$ cat src/rtl/ac97_cmd_seq.sv
// AC-link codec register-access sequencer: one read/write per request,
// one outbound command frame, optional reply wait with frame timeout.
module ac97_cmd_seq #(
  parameter int TIMEOUT_FRAMES = 4
) (
  input  logic        ac97_bitclk,
  input  logic        ac97_reset,
  input  logic        frame_start,
  input  logic        cmd_valid,
  output logic        cmd_ready,
  input  logic        cmd_read,
  input  logic [6:0]  cmd_addr,
  input  logic [15:0] cmd_wdata,
  output logic [19:0] ac97_out_slot1,
  output logic        ac97_out_slot1_valid,
  output logic [19:0] ac97_out_slot2,
  output logic        ac97_out_slot2_valid,
  input  logic        in_frame_done,
  input  logic        in_slot1_valid,
  input  logic [19:0] in_slot1,
  input  logic        in_slot2_valid,
  input  logic [19:0] in_slot2,
  output logic        rsp_valid,
  output logic        rsp_err,
  output logic [15:0] rsp_data
);

  typedef enum logic [1:0] {
    IDLE,
    ARM,
    SEND,
    WAIT_RSP
  } state_t;

  state_t      state, state_nxt;
  logic        lat_read, lat_read_nxt;
  logic [6:0]  lat_addr, lat_addr_nxt;
  logic [15:0] lat_wdata, lat_wdata_nxt;
  logic [3:0]  cnt, cnt_nxt;
  logic [3:0]  cnt_inc;
  logic [19:0] slot1_nxt, slot2_nxt;
  logic        slot1_v_nxt, slot2_v_nxt;
  logic        rsp_valid_nxt, rsp_err_nxt;
  logic [15:0] rsp_data_nxt;
  logic        hit;
  logic        unused_bits;

  // Only the address field of the status slot and the data field of
  // the status data slot carry meaning for a read reply.
  assign unused_bits = ^{in_slot1[19], in_slot1[11:0], in_slot2[3:0]};

  assign cmd_ready = (state == IDLE);
  assign cnt_inc   = cnt + 4'd1;
  assign hit = in_frame_done && in_slot1_valid && in_slot2_valid
            && (in_slot1[18:12] == lat_addr);

  always_ff @(posedge ac97_bitclk) begin
    if (ac97_reset) begin
      state                <= IDLE;
      lat_read             <= 1'b0;
      lat_addr             <= '0;
      lat_wdata            <= '0;
      cnt                  <= '0;
      ac97_out_slot1       <= '0;
      ac97_out_slot2       <= '0;
      ac97_out_slot1_valid <= 1'b0;
      ac97_out_slot2_valid <= 1'b0;
      rsp_valid            <= 1'b0;
      rsp_err              <= 1'b0;
      rsp_data             <= '0;
    end else begin
      state                <= state_nxt;
      lat_read             <= lat_read_nxt;
      lat_addr             <= lat_addr_nxt;
      lat_wdata            <= lat_wdata_nxt;
      cnt                  <= cnt_nxt;
      ac97_out_slot1       <= slot1_nxt;
      ac97_out_slot2       <= slot2_nxt;
      ac97_out_slot1_valid <= slot1_v_nxt;
      ac97_out_slot2_valid <= slot2_v_nxt;
      rsp_valid            <= rsp_valid_nxt;
      rsp_err              <= rsp_err_nxt;
      rsp_data             <= rsp_data_nxt;
    end
  end

  always_comb begin
    state_nxt     = state;
    lat_read_nxt  = lat_read;
    lat_addr_nxt  = lat_addr;
    lat_wdata_nxt = lat_wdata;
    cnt_nxt       = cnt;
    slot1_nxt     = ac97_out_slot1;
    slot2_nxt     = ac97_out_slot2;
    slot1_v_nxt   = ac97_out_slot1_valid;
    slot2_v_nxt   = ac97_out_slot2_valid;
    rsp_valid_nxt = 1'b0;
    rsp_err_nxt   = rsp_err;
    rsp_data_nxt  = rsp_data;

    unique case (state)
      IDLE: begin
        // frame_start here is deliberately ignored: the command
        // always waits for the next full frame boundary.
        if (cmd_valid) begin
          lat_read_nxt  = cmd_read;
          lat_addr_nxt  = cmd_addr;
          lat_wdata_nxt = cmd_wdata;
          state_nxt     = ARM;
        end
      end
      ARM: begin
        if (frame_start) begin
          slot1_nxt   = {lat_read, lat_addr, 12'h000};
          slot2_nxt   = lat_read ? 20'h0 : {lat_wdata, 4'h0};
          slot1_v_nxt = 1'b1;
          slot2_v_nxt = !lat_read;
          state_nxt   = SEND;
        end
      end
      SEND: begin
        if (frame_start) begin
          slot1_nxt   = '0;
          slot2_nxt   = '0;
          slot1_v_nxt = 1'b0;
          slot2_v_nxt = 1'b0;
          if (lat_read) begin
            cnt_nxt   = '0;
            state_nxt = WAIT_RSP;
          end else begin
            rsp_valid_nxt = 1'b1;
            rsp_err_nxt   = 1'b0;
            rsp_data_nxt  = '0;
            state_nxt     = IDLE;
          end
        end
      end
      WAIT_RSP: begin
        // A matching reply takes priority over the timeout boundary.
        if (hit) begin
          rsp_valid_nxt = 1'b1;
          rsp_err_nxt   = 1'b0;
          rsp_data_nxt  = in_slot2[19:4];
          state_nxt     = IDLE;
        end else if (frame_start) begin
          if (cnt_inc == 4'(TIMEOUT_FRAMES)) begin
            rsp_valid_nxt = 1'b1;
            rsp_err_nxt   = 1'b1;
            rsp_data_nxt  = '0;
            state_nxt     = IDLE;
          end else begin
            cnt_nxt = cnt_inc;
          end
        end
      end
      default: state_nxt = IDLE;
    endcase
  end

endmodule

$ cat config.mk
export PLATFORM = sky130hd
export DESIGN_NAME = ac97_cmd_seq
export DESIGN_NICKNAME = d
export VERILOG_FILES = /design/src/rtl/ac97_cmd_seq.sv
export SDC_FILE = /design/constraint.sdc
export NUM_CORES = 1
export LEC_CHECK = 0
export ABC_AREA = 1
export CAP_MARGIN = 20
export CORE_ASPECT_RATIO = 1.4
export CORE_MARGIN = 1.5
export CORE_UTILIZATION = 48
export CTS_CLUSTER_DIAMETER = 150
export DETAILED_ROUTE_END_ITERATION = 8
export GPL_TIMING_DRIVEN = 0
export PLACE_DENSITY = 0.86
export SLEW_MARGIN = 20
export SYNTH_ARGS = -nofsm -noshare
export SYNTH_HDL_FRONTEND = slang
export SYNTH_SLANG_ARGS = --single-unit
$ cat constraint.sdc
create_clock -name ac97_bitclk -period 4.6 [get_ports ac97_bitclk]
set_input_delay 0.92 -clock ac97_bitclk [delete_from_list [all_inputs] [get_ports ac97_bitclk]]
set_output_delay 0.92 -clock ac97_bitclk [all_outputs]
set_load 0.01 [all_outputs]
; After elaboration in Yosys (flattened, before gate mapping)
; Cells that the tools add are included.
[word_totals]
reg_bits = 90
inputBits = 71
out_inout_bits = 61
wordCells = 83
[classes]
addsub = 1
n_eq_ne = 15
n_mux = 43
reduce_logical = 12
[ops]
columns = op, count
row1 = $mux 16, 5
row2 = $mux 20, 4
row3 = $pmux 20 s2, 2
row4 = $pmux 16 s2, 1
row5 = $mux 4, 5
row6 = $ne 2x2->1 const B, 8
row7 = $mux 2, 7
row8 = $mux 1, 13
row9 = $reduce_and 5->1, 2
row10 = $pmux 1 s2, 4
row11 = $pmux 2 s4, 1
row12 = $pmux 4 s2, 1
row13 = $eq 7x7->1, 1
row14 = $ne 3x3->1 const B, 2
row15 = $reduce_and 6->1, 1
row16 = $add 4x1->4 const B, 1
row17 = $eq 2x2->1 const B, 2
row18 = $eq 4x3->1 const B, 1
row19 = $reduce_bool 2->1, 2
row20 = $logic_and 1x1->1, 3
row21 = $reduce_and 3->1, 1
row22 = $eq 2x1->1 const B, 1
row23 = $logic_not 2->1, 1
row24 = $reduce_and 2->1, 1
row25 = $logic_not 1->1, 1

; Logic depth before layout (Yosys ltp)
; Gate-level depths: netlist of the first run.
[logic_depth]
ltp_word = 6
mapped_depth = 12
mapped_depth_nobuf = 12

; Least setup slack after synthesis of the first run
; OpenSTA, ideal clock, no wires.
[synth_timing]
path_kind = in2reg
startpoint = input in_slot1[14]
endpoint = register rsp_data[8]
setup_time_ns = 0.111
arrival_time_ns = 1.836
required_ns = 4.489
setup_slack_ns = 2.653
path_stages = 9
path_buffers = 1
path_cell_list = xnor2_1 nand2_1 nor2_2 nand3_4 nand2_4 nor2_4 buf_12 nor2_2 nor2_2
[synth_via]
elab_chain_cells = 4
elab_cells_between_ends = 7
classes_between = eq/ne (3) / mux (2) / reduce/logical (2)
[synth_lines]
columns = item, line_no
row1 = start: declaration, 20  ; input logic [19:0] in_slot1,
row2 = $eq 7x7->1 (*), 55  ; && (in_slot1[18:12] == lat_addr);
row3 = $logic_and 1x1->1 (*), 55
row4 = $ne 3x3->1 (no source line) or $mux 16 (tied branches), -
row5 = $reduce_and 5->1 (no source line) or $pmux 16 s2 (tied branches), -
row6 = end signal: assignment, 83  ; rsp_data <= rsp_data_nxt;
row7 = end: declaration, 25  ; output logic [15:0] rsp_data
; Every way passes the cells marked *; elsewhere a longest branch is shown, timed or not.
; A chain may end at the register's enable or synchronous reset.

; Worst setup path after layout of the first run
[layout_timing]
startpoint = register state[0]
endpoint = output cmd_ready
[layout_via]
elab_chain_cells = 1
[layout_lines]
columns = item, line_no
row1 = start: declaration, 35  ; state_t state, state_nxt;
row2 = start signal: assignment, 72  ; state <= state_nxt;
row3 = $logic_not 2->1, 52  ; assign cmd_ready = (state == IDLE);
row4 = end: declaration, 10  ; output logic cmd_ready,
; Every way passes these cells.

==> flow_metrics.tcl, run 1 <==
set metrics [dict create \
    core.rowCount 36 \
    firstDrtPassIters 6 \
    worstPathCellList "inv_1 > nand2_1 > inv_1 > clkdlybuf4s50_1" \
    routed_via_density 4.863 \
    grt_pass1_wl_mm 14.84 \
    reg2regPathDepth 11 \
    end_kind "output pin" \
    clock_sink_count 74 \
    critical_path_arrival_ns 1.60 \
    max-vdd-ir-drop_mv 0.3503 \
    setup_violations 0 \
    gr-usage-met2 0.4406 \
    p_comb_frac 0.308 \
    antenna_found_initial 0 \
    setup-tns-final_ns 0 \
    cts-resized-gates 0 \
    netSwitchingPower_uw 698.3 \
    intPower_mw 1.379 \
    finalNonFillerCells 714 \
    final_cell_mix "clkdlybuf4s50_1, nand2_1, nor2_1, dfxtp_1, inv_1" \
    drc_errors 0 \
    startpoint "state[0]$_SDFFE_PP0P_" \
    core_area_mm2 0.007027 \
    post_route_cells_drive_above_1_share 0.1309 \
    use_met3 0.06202 \
    clk_latency_ns 0.37 \
    ant_nets 0 \
    grt-ovfl-total 0 \
    r2r_setup_slack_ns 2.84 \
    timing.final.crit_share 0.5472 \
    hold_buffers 0 \
    ys_seq_elements 74 \
    grt_max_degree 14 \
    crit_type "reg -> out" \
    dr_total_vias 3472 \
    syn_area_mm2 0.003498 \
    power.density_mw_per_mm2 426.5 \
    fin_nets 687 \
    sw_frac_of_total 0.3361 \
    hp-class "reg -> reg" \
    cts_tree "built" \
    syn_avg_cell_area_um2 7.110 \
    ctsHtreeMaxLevel 3 \
    grt_pass1_vias 3409 \
    io_pins 132 \
    min_to "ac97_out_slot2[8]$_SDFFE_PP0P_" \
    ys_seq_area_frac 0.4235 \
    hold_viol_final 0 \
    rsz0062_at_grt "false" \
    crit_path_frequent_cell "inv_1" \
    max-cap-violations 0 \
    regToRegEndpoint "rsp_data[9]$_SDFFE_PP0P_" \
    use_met1 0.2491 \
    areaGrowthSynthToFinish_pct 39.23 \
    min_period_ns 2.517 \
    cp_data_required_time_ns 3.68 \
    n_antenna_cell 0 \
    yosysUniqueCellTypes 27 \
    outcome "finished clean" \
    fmax_ghz 0.3973 \
    fp.dieH_um 104.0 \
    postCtsSetupRepairBufs 0 \
    dp_cells 698 \
    final_common_cell "clkdlybuf4s50_1" \
    routed_wl_mm 9.138 \
    cts_made_buffers 9 \
    initial_core_util 0.4979 \
    dpl.hpwl_mm 6.786 \
    hold-path-cell-count 2 \
    holdCritStartpoint "ac97_out_slot2[8]$_SDFFE_PP0P_" \
    ys_warn_count 0 \
    drt_iter0_drc 151 \
    worstPathMaxFanout 5 \
    wl_per_cell_um 12.80 \
    fp.dieArea_mm2 0.007816 \
    cts-root-buf "clkbuf_8" \
    numPortBuffers 96 \
    clock_skew_ns 0.01030 \
    cp-start-kind "flip-flop" \
    grt-busiest-layer "met2" \
    cpPeakStageDelay_ns 0.55 \
    grt_use_total 0.2468 \
    critPathSlowestCell "clkdlybuf4s50_1" \
    seqPwrFrac 0.404 \
    clkTransAtPathRegs_ns 0.08 \
    clock_path_buffers 2 \
    place_congestion 0.8167 \
    synth_cells 492 \
    power_frac_clock 0.289 \
    die_w_um 75.15 \
    finalMaxSlewViolations 0 \
    leakage_nw 2.115 \
    rr_startpoint "cnt[0]$_SDFFE_PP0P_" \
]
[worst max-delay path by stage]
stage | endpoint | cells past startpoint
CTS | cmd_ready | 4
detailed placement | rsp_data[9]$_SDFFE_PP0P_ | 11
floorplan | rsp_data[8]$_SDFFE_PP0P_ | 9
global route | cmd_ready | 4
finish | cmd_ready | 4
global placement | rsp_data[9]$_SDFFE_PP0P_ | 11
[kinds of logic after synthesis]
family / after synthesis / synth area share
xor gates and xnor gates: 4 / 0.01001
and+or+nand+nor: 252 / 0.3294
adders and majority gates: 2 / 0.007152
DFF: 74 / 0.4235
buffers and inverters: 99 / 0.1416
AOI/OAI and AO/OA: 60 / 0.08727
other: 1 / 0.001072
[cell type report]
type                    instances  area, µm²
fillers                       596       2156
multi-input cells             334       1578
flip-flops and latches         74       1481
repair buffers                 96      960.9
plain buffers                  42      279.0
inverters                      57      216.5
clock buffers                  11      151.4
well taps                      95      118.9
clock inverters                 5      85.08
[sequential cells by signal (all words and copies together), names as in the netlist]
name                  count
rsp_data                 16
ac97_out_slot1            8
lat_wdata                16
ac97_out_slot2_valid      1
cnt                       4
ac97_out_slot2           16
lat_read                  1
rsp_valid                 1
state                     2
ac97_out_slot1_valid      1
rsp_err                   1
lat_addr                  7
[synth_stat cells]
| master | instances | share of area |
|---|---|---|
| nor2_1 | 87 | 0.093 |
| nand2_4 | 1 | 0.0032 |
| conb_1 | 1 | 0.0011 |
| dfxtp_1 | 74 | 0.42 |
| nand4_4 | 1 | 0.0061 |
| xnor2_1 | 4 | 0.010 |
| nand2_2 | 2 | 0.0036 |
| o211ai_1 | 2 | 0.0043 |
| nand2_1 | 94 | 0.10 |
| ha_1 | 2 | 0.0072 |
| nor2_2 | 21 | 0.038 |
| inv_2 | 2 | 0.0021 |
| a21oi_1 | 33 | 0.047 |
| nand3_2 | 1 | 0.0029 |
| clkbuf_1 | 11 | 0.012 |
| buf_6 | 4 | 0.013 |
| nand4_1 | 17 | 0.030 |
| nand3b_1 | 1 | 0.0021 |
| nand3_1 | 22 | 0.031 |
| nor2_4 | 4 | 0.013 |
| inv_1 | 54 | 0.058 |
| buf_4 | 17 | 0.036 |
| nand3_4 | 1 | 0.0050 |
| buf_2 | 9 | 0.013 |
| buf_12 | 1 | 0.0057 |
| o21ai_0 | 25 | 0.036 |
| inv_4 | 1 | 0.0018 |
[through the flow]
stage / total power, mW / setup slack [ns] / area, µm² / util / hold slack [ns]
after floorplan: 1.237 / 2.653 / 3555 / - / 0.4557
after global placement: 1.455 / 2.030 / 4634 / 0.6595 / 0.4508
after detailed placement: 1.482 / 1.971 / 4634 / 0.6595 / 0.4544
after CTS: 2.083 / 2.085 / 4871 / 0.6932 / 0.4663
after global routing: 2.201 / 2.048 / 4871 / 0.6932 / 0.4906
final: 2.078 / 2.083 / 4871 / 0.6932 / 0.4661
[per-layer routing]
metal  part of all wire  wire [µm]
met1               0.37       3401
met2               0.53       4812
met3              0.075        686
met4              0.026        237
met5                  0          0
[power by group through the flow]
stage | sequential (mW) | combinational, mW | clock (mW)
2_1_floorplan | 0.853 | 0.384 | 0
3_3_place_gp | 0.843 | 0.612 | 0
3_5_place_dp | 0.850 | 0.632 | 0
4_1_cts | 0.838 | 0.640 | 0.605
5_1_grt | 0.851 | 0.715 | 0.635
6_report | 0.839 | 0.639 | 0.600
[critical path, delay by kind of cell, from the launching register on]
kind	cells	cell delay [ns]
flip-flops	1	0.36
AND/OR/NAND/NOR	1	0.09
buffers and inverters	3	0.78
No activity file was read; power rests on OpenSTA's default activity.
==> run 2: changes to the inputs <==
--- a/config.mk
+++ b/config.mk
@@ -9,11 +9,11 @@
 export CAP_MARGIN = 20
 export CORE_ASPECT_RATIO = 1.4
 export CORE_MARGIN = 1.5
-export CORE_UTILIZATION = 48
+export CORE_UTILIZATION = 44
 export CTS_CLUSTER_DIAMETER = 150
 export DETAILED_ROUTE_END_ITERATION = 8
 export GPL_TIMING_DRIVEN = 0
-export PLACE_DENSITY = 0.86
+export PLACE_DENSITY = 0.8
 export SLEW_MARGIN = 20
 export SYNTH_ARGS = -nofsm -noshare
 export SYNTH_HDL_FRONTEND = slang
==> constraint.sdc (replaced) <==
create_clock -name ac97_bitclk -period 2.6 [get_ports ac97_bitclk]
set_input_delay 0.52 -clock ac97_bitclk [delete_from_list [all_inputs] [get_ports ac97_bitclk]]
set_output_delay 0.52 -clock ac97_bitclk [all_outputs]
set_load 0.01 [all_outputs]
==> flow_metrics.tcl, run 2 (synthesis results as in run 1) <==
set metrics [dict create \
    p_comb_frac 0.313 \
    worstPathMaxFanout 5 \
    post_route_cells_drive_above_1_share 0.1292 \
    core.rowCount 38 \
    clkTransAtPathRegs_ns 0.07 \
    seqPwrFrac 0.414 \
    fmax_ghz 0.4779 \
    netSwitchingPower_mw 1.181 \
    clock_skew_ns 0.006859 \
    cts_made_buffers 9 \
    firstDrtPassIters 5 \
    multi_input_area_mm2 0.001578 \
    hold_viol_final 0 \
    reg2regPathDepth 11 \
    place_congestion 0.8134 \
    cpPeakStageDelay_ns 0.55 \
    wl_per_cell_um 11.84 \
    rsz0062_at_grt "false" \
    holdWs_ns 0.4663 \
    grt-ovfl-total 0 \
    drc_errors 0 \
    crit_type "reg -> out" \
    power.density_mw_per_mm2 733.5 \
    max-vdd-ir-drop_mv 0.5083 \
    core_area_mm2 0.007750 \
    final_common_cell "clkdlybuf4s50_1" \
    sw_frac_of_total 0.3312 \
    critical_path_arrival_ns 1.57 \
    cts_tree "built" \
    routed_wl_mm 8.514 \
    grt_use_total 0.2101 \
    areaGrowthSynthToFinish_pct 38.91 \
    dpl-instance-area_mm2 0.004641 \
    routed_via_density 4.716 \
    regToRegEndpoint "rsp_data[9]$_SDFFE_PP0P_" \
    fillers 709 \
    clk_latency_ns 0.35 \
    grt_pass1_vias 3182 \
    rr_startpoint "cnt[1]$_SDFFE_PP0P_" \
    cp_data_required_time_ns 2.08 \
    reg_top3 "ac97_out_slot2 (16), lat_wdata (16), rsp_data (16)" \
    postCtsSetupRepairBufs 0 \
    intPower_mw 2.384 \
    numPortBuffers 96 \
    end_kind "output pin" \
    ctsHtreeMaxLevel 3 \
    design_area_mm2 0.004860 \
    ant_nets 0 \
    outcome "finished clean" \
    die_w_um 78.36 \
    postLayoutCoreUtil 0.6271 \
    max-cap-violations 0 \
    n_antenna_cell 0 \
    critPathTopFamily "buffers and inverters" \
    clock_sink_count 74 \
    timing.final.crit_share 0.8047 \
    crit_path_frequent_cell "inv_1" \
    ff_latch_area_mm2 0.001481 \
    hold-path-cell-count 2 \
    worstPathCellList "inv_1 > nand2_1 > inv_1 > clkdlybuf4s50_1" \
    cts-resized-gates 0 \
    fin_nets 687 \
    antenna_found_initial 0 \
    holdCritStartpoint "ac97_out_slot1[16]$_SDFFE_PP0P_" \
    initial_core_util 0.4514 \
    power_frac_clock 0.273 \
    clock_path_buffers 2 \
    hp-class "reg -> reg" \
    setup-tns-final_ns 0 \
    cp-start-kind "flip-flop" \
    path_buf_inv 3 \
    io_pins 132 \
    drt_iter0_drc 151 \
    critPathSlowestCell "clkdlybuf4s50_1" \
    r2r_setup_slack_ns 0.91 \
    dr_total_vias 3391 \
    cts-root-buf "clkbuf_8" \
    min_to "ac97_out_slot1[16]$_SDFFE_PP0P_" \
    fp.dieH_um 108.5 \
    setup_violations 0 \
    final_cell_mix "clkdlybuf4s50_1, nand2_1, nor2_1, dfxtp_1, inv_1" \
    dpl.hpwl_mm 6.704 \
    min_period_ns 2.092 \
    hold_buffers 0 \
    grt_pass1_wl_mm 14.01 \
    leakage_nw 2.098 \
    fp.dieArea_mm2 0.008502 \
    finalMaxSlewViolations 0 \
    cp_num_cells 4 \
    grt_max_degree 14 \
]
==> run 2: cell types whose count changed in the layout (fill, tap and decap cells not counted) <==
cell	delta
inv_6	-1
clkbuf_1	+1
clkbuf_8	-2
clkinvlp_4	+2
==> run 2: how the worst max path moves through the flow <==
stage,from,endpoint,slack [ns]
4_1_cts,state[0]$_SDFFE_PP0P_,cmd_ready,0.49
2_1_floorplan,in_slot1[14],rsp_data[8]$_SDFFE_PP0P_,1.05
3_5_place_dp,in_slot2_valid,rsp_data[6]$_SDFFE_PP0P_,0.40
3_3_place_gp,in_frame_done,rsp_data[8]$_SDFFE_PP0P_,0.47
5_1_grt,state[0]$_SDFFE_PP0P_,cmd_ready,0.43
6_report,state[0]$_SDFFE_PP0P_,cmd_ready,0.51
==> run 2: worst register-to-register path, stage by stage, from the launching register on <==
cell and delay (ns):
dfxtp_1 0.42, ha_1 0.20, inv_1 0.04, nand2_1 0.05, nand2_1 0.09, nor2_4 0.15
nand4_4 0.20, inv_4 0.11, nor2_4 0.07, buf_12 0.15, nor2_2 0.09, nor2_2 0.03
==> run 2: final cells by class <==
type                            instances  share of cell area
Tap cell                              100             0.02575
Clock inverter                          6             0.01880
Inverter                               57             0.04454
Multi-Input combinational cell        334              0.3247
Sequential cell                        74              0.3048
Timing Repair Buffer                   96              0.1977
Buffer                                 42             0.05742
Clock buffer                           10             0.02626
==> run 2: power by group through the flow <==
stage,clock network [mW],logic (mW),registers (mW)
after floorplan,0,0.679,1.51
after global placement,0,1.09,1.49
after detailed placement,0,1.12,1.50
after CTS,0.992,1.12,1.48
after global routing,1.05,1.25,1.50
final,0.975,1.11,1.47
==> run 2: per-stage QoR <==
step,std cells,worst slack [ns],power [mW]
floorplan,507,1.053,2.188
global placement,703,0.4663,2.579
detailed placement,703,0.3977,2.619
CTS,719,0.4886,3.592
global route,719,0.4345,3.797
finish,719,0.5077,3.564
==> run 2: routing by layer <==
layer,global-route usage,wire (µm),part of all wire
met3,0.05738,588,0.069
met4,0.07526,71,0.0083
met5,0,0,0
met2,0.4056,4615,0.54
met1,0.2131,3239,0.38
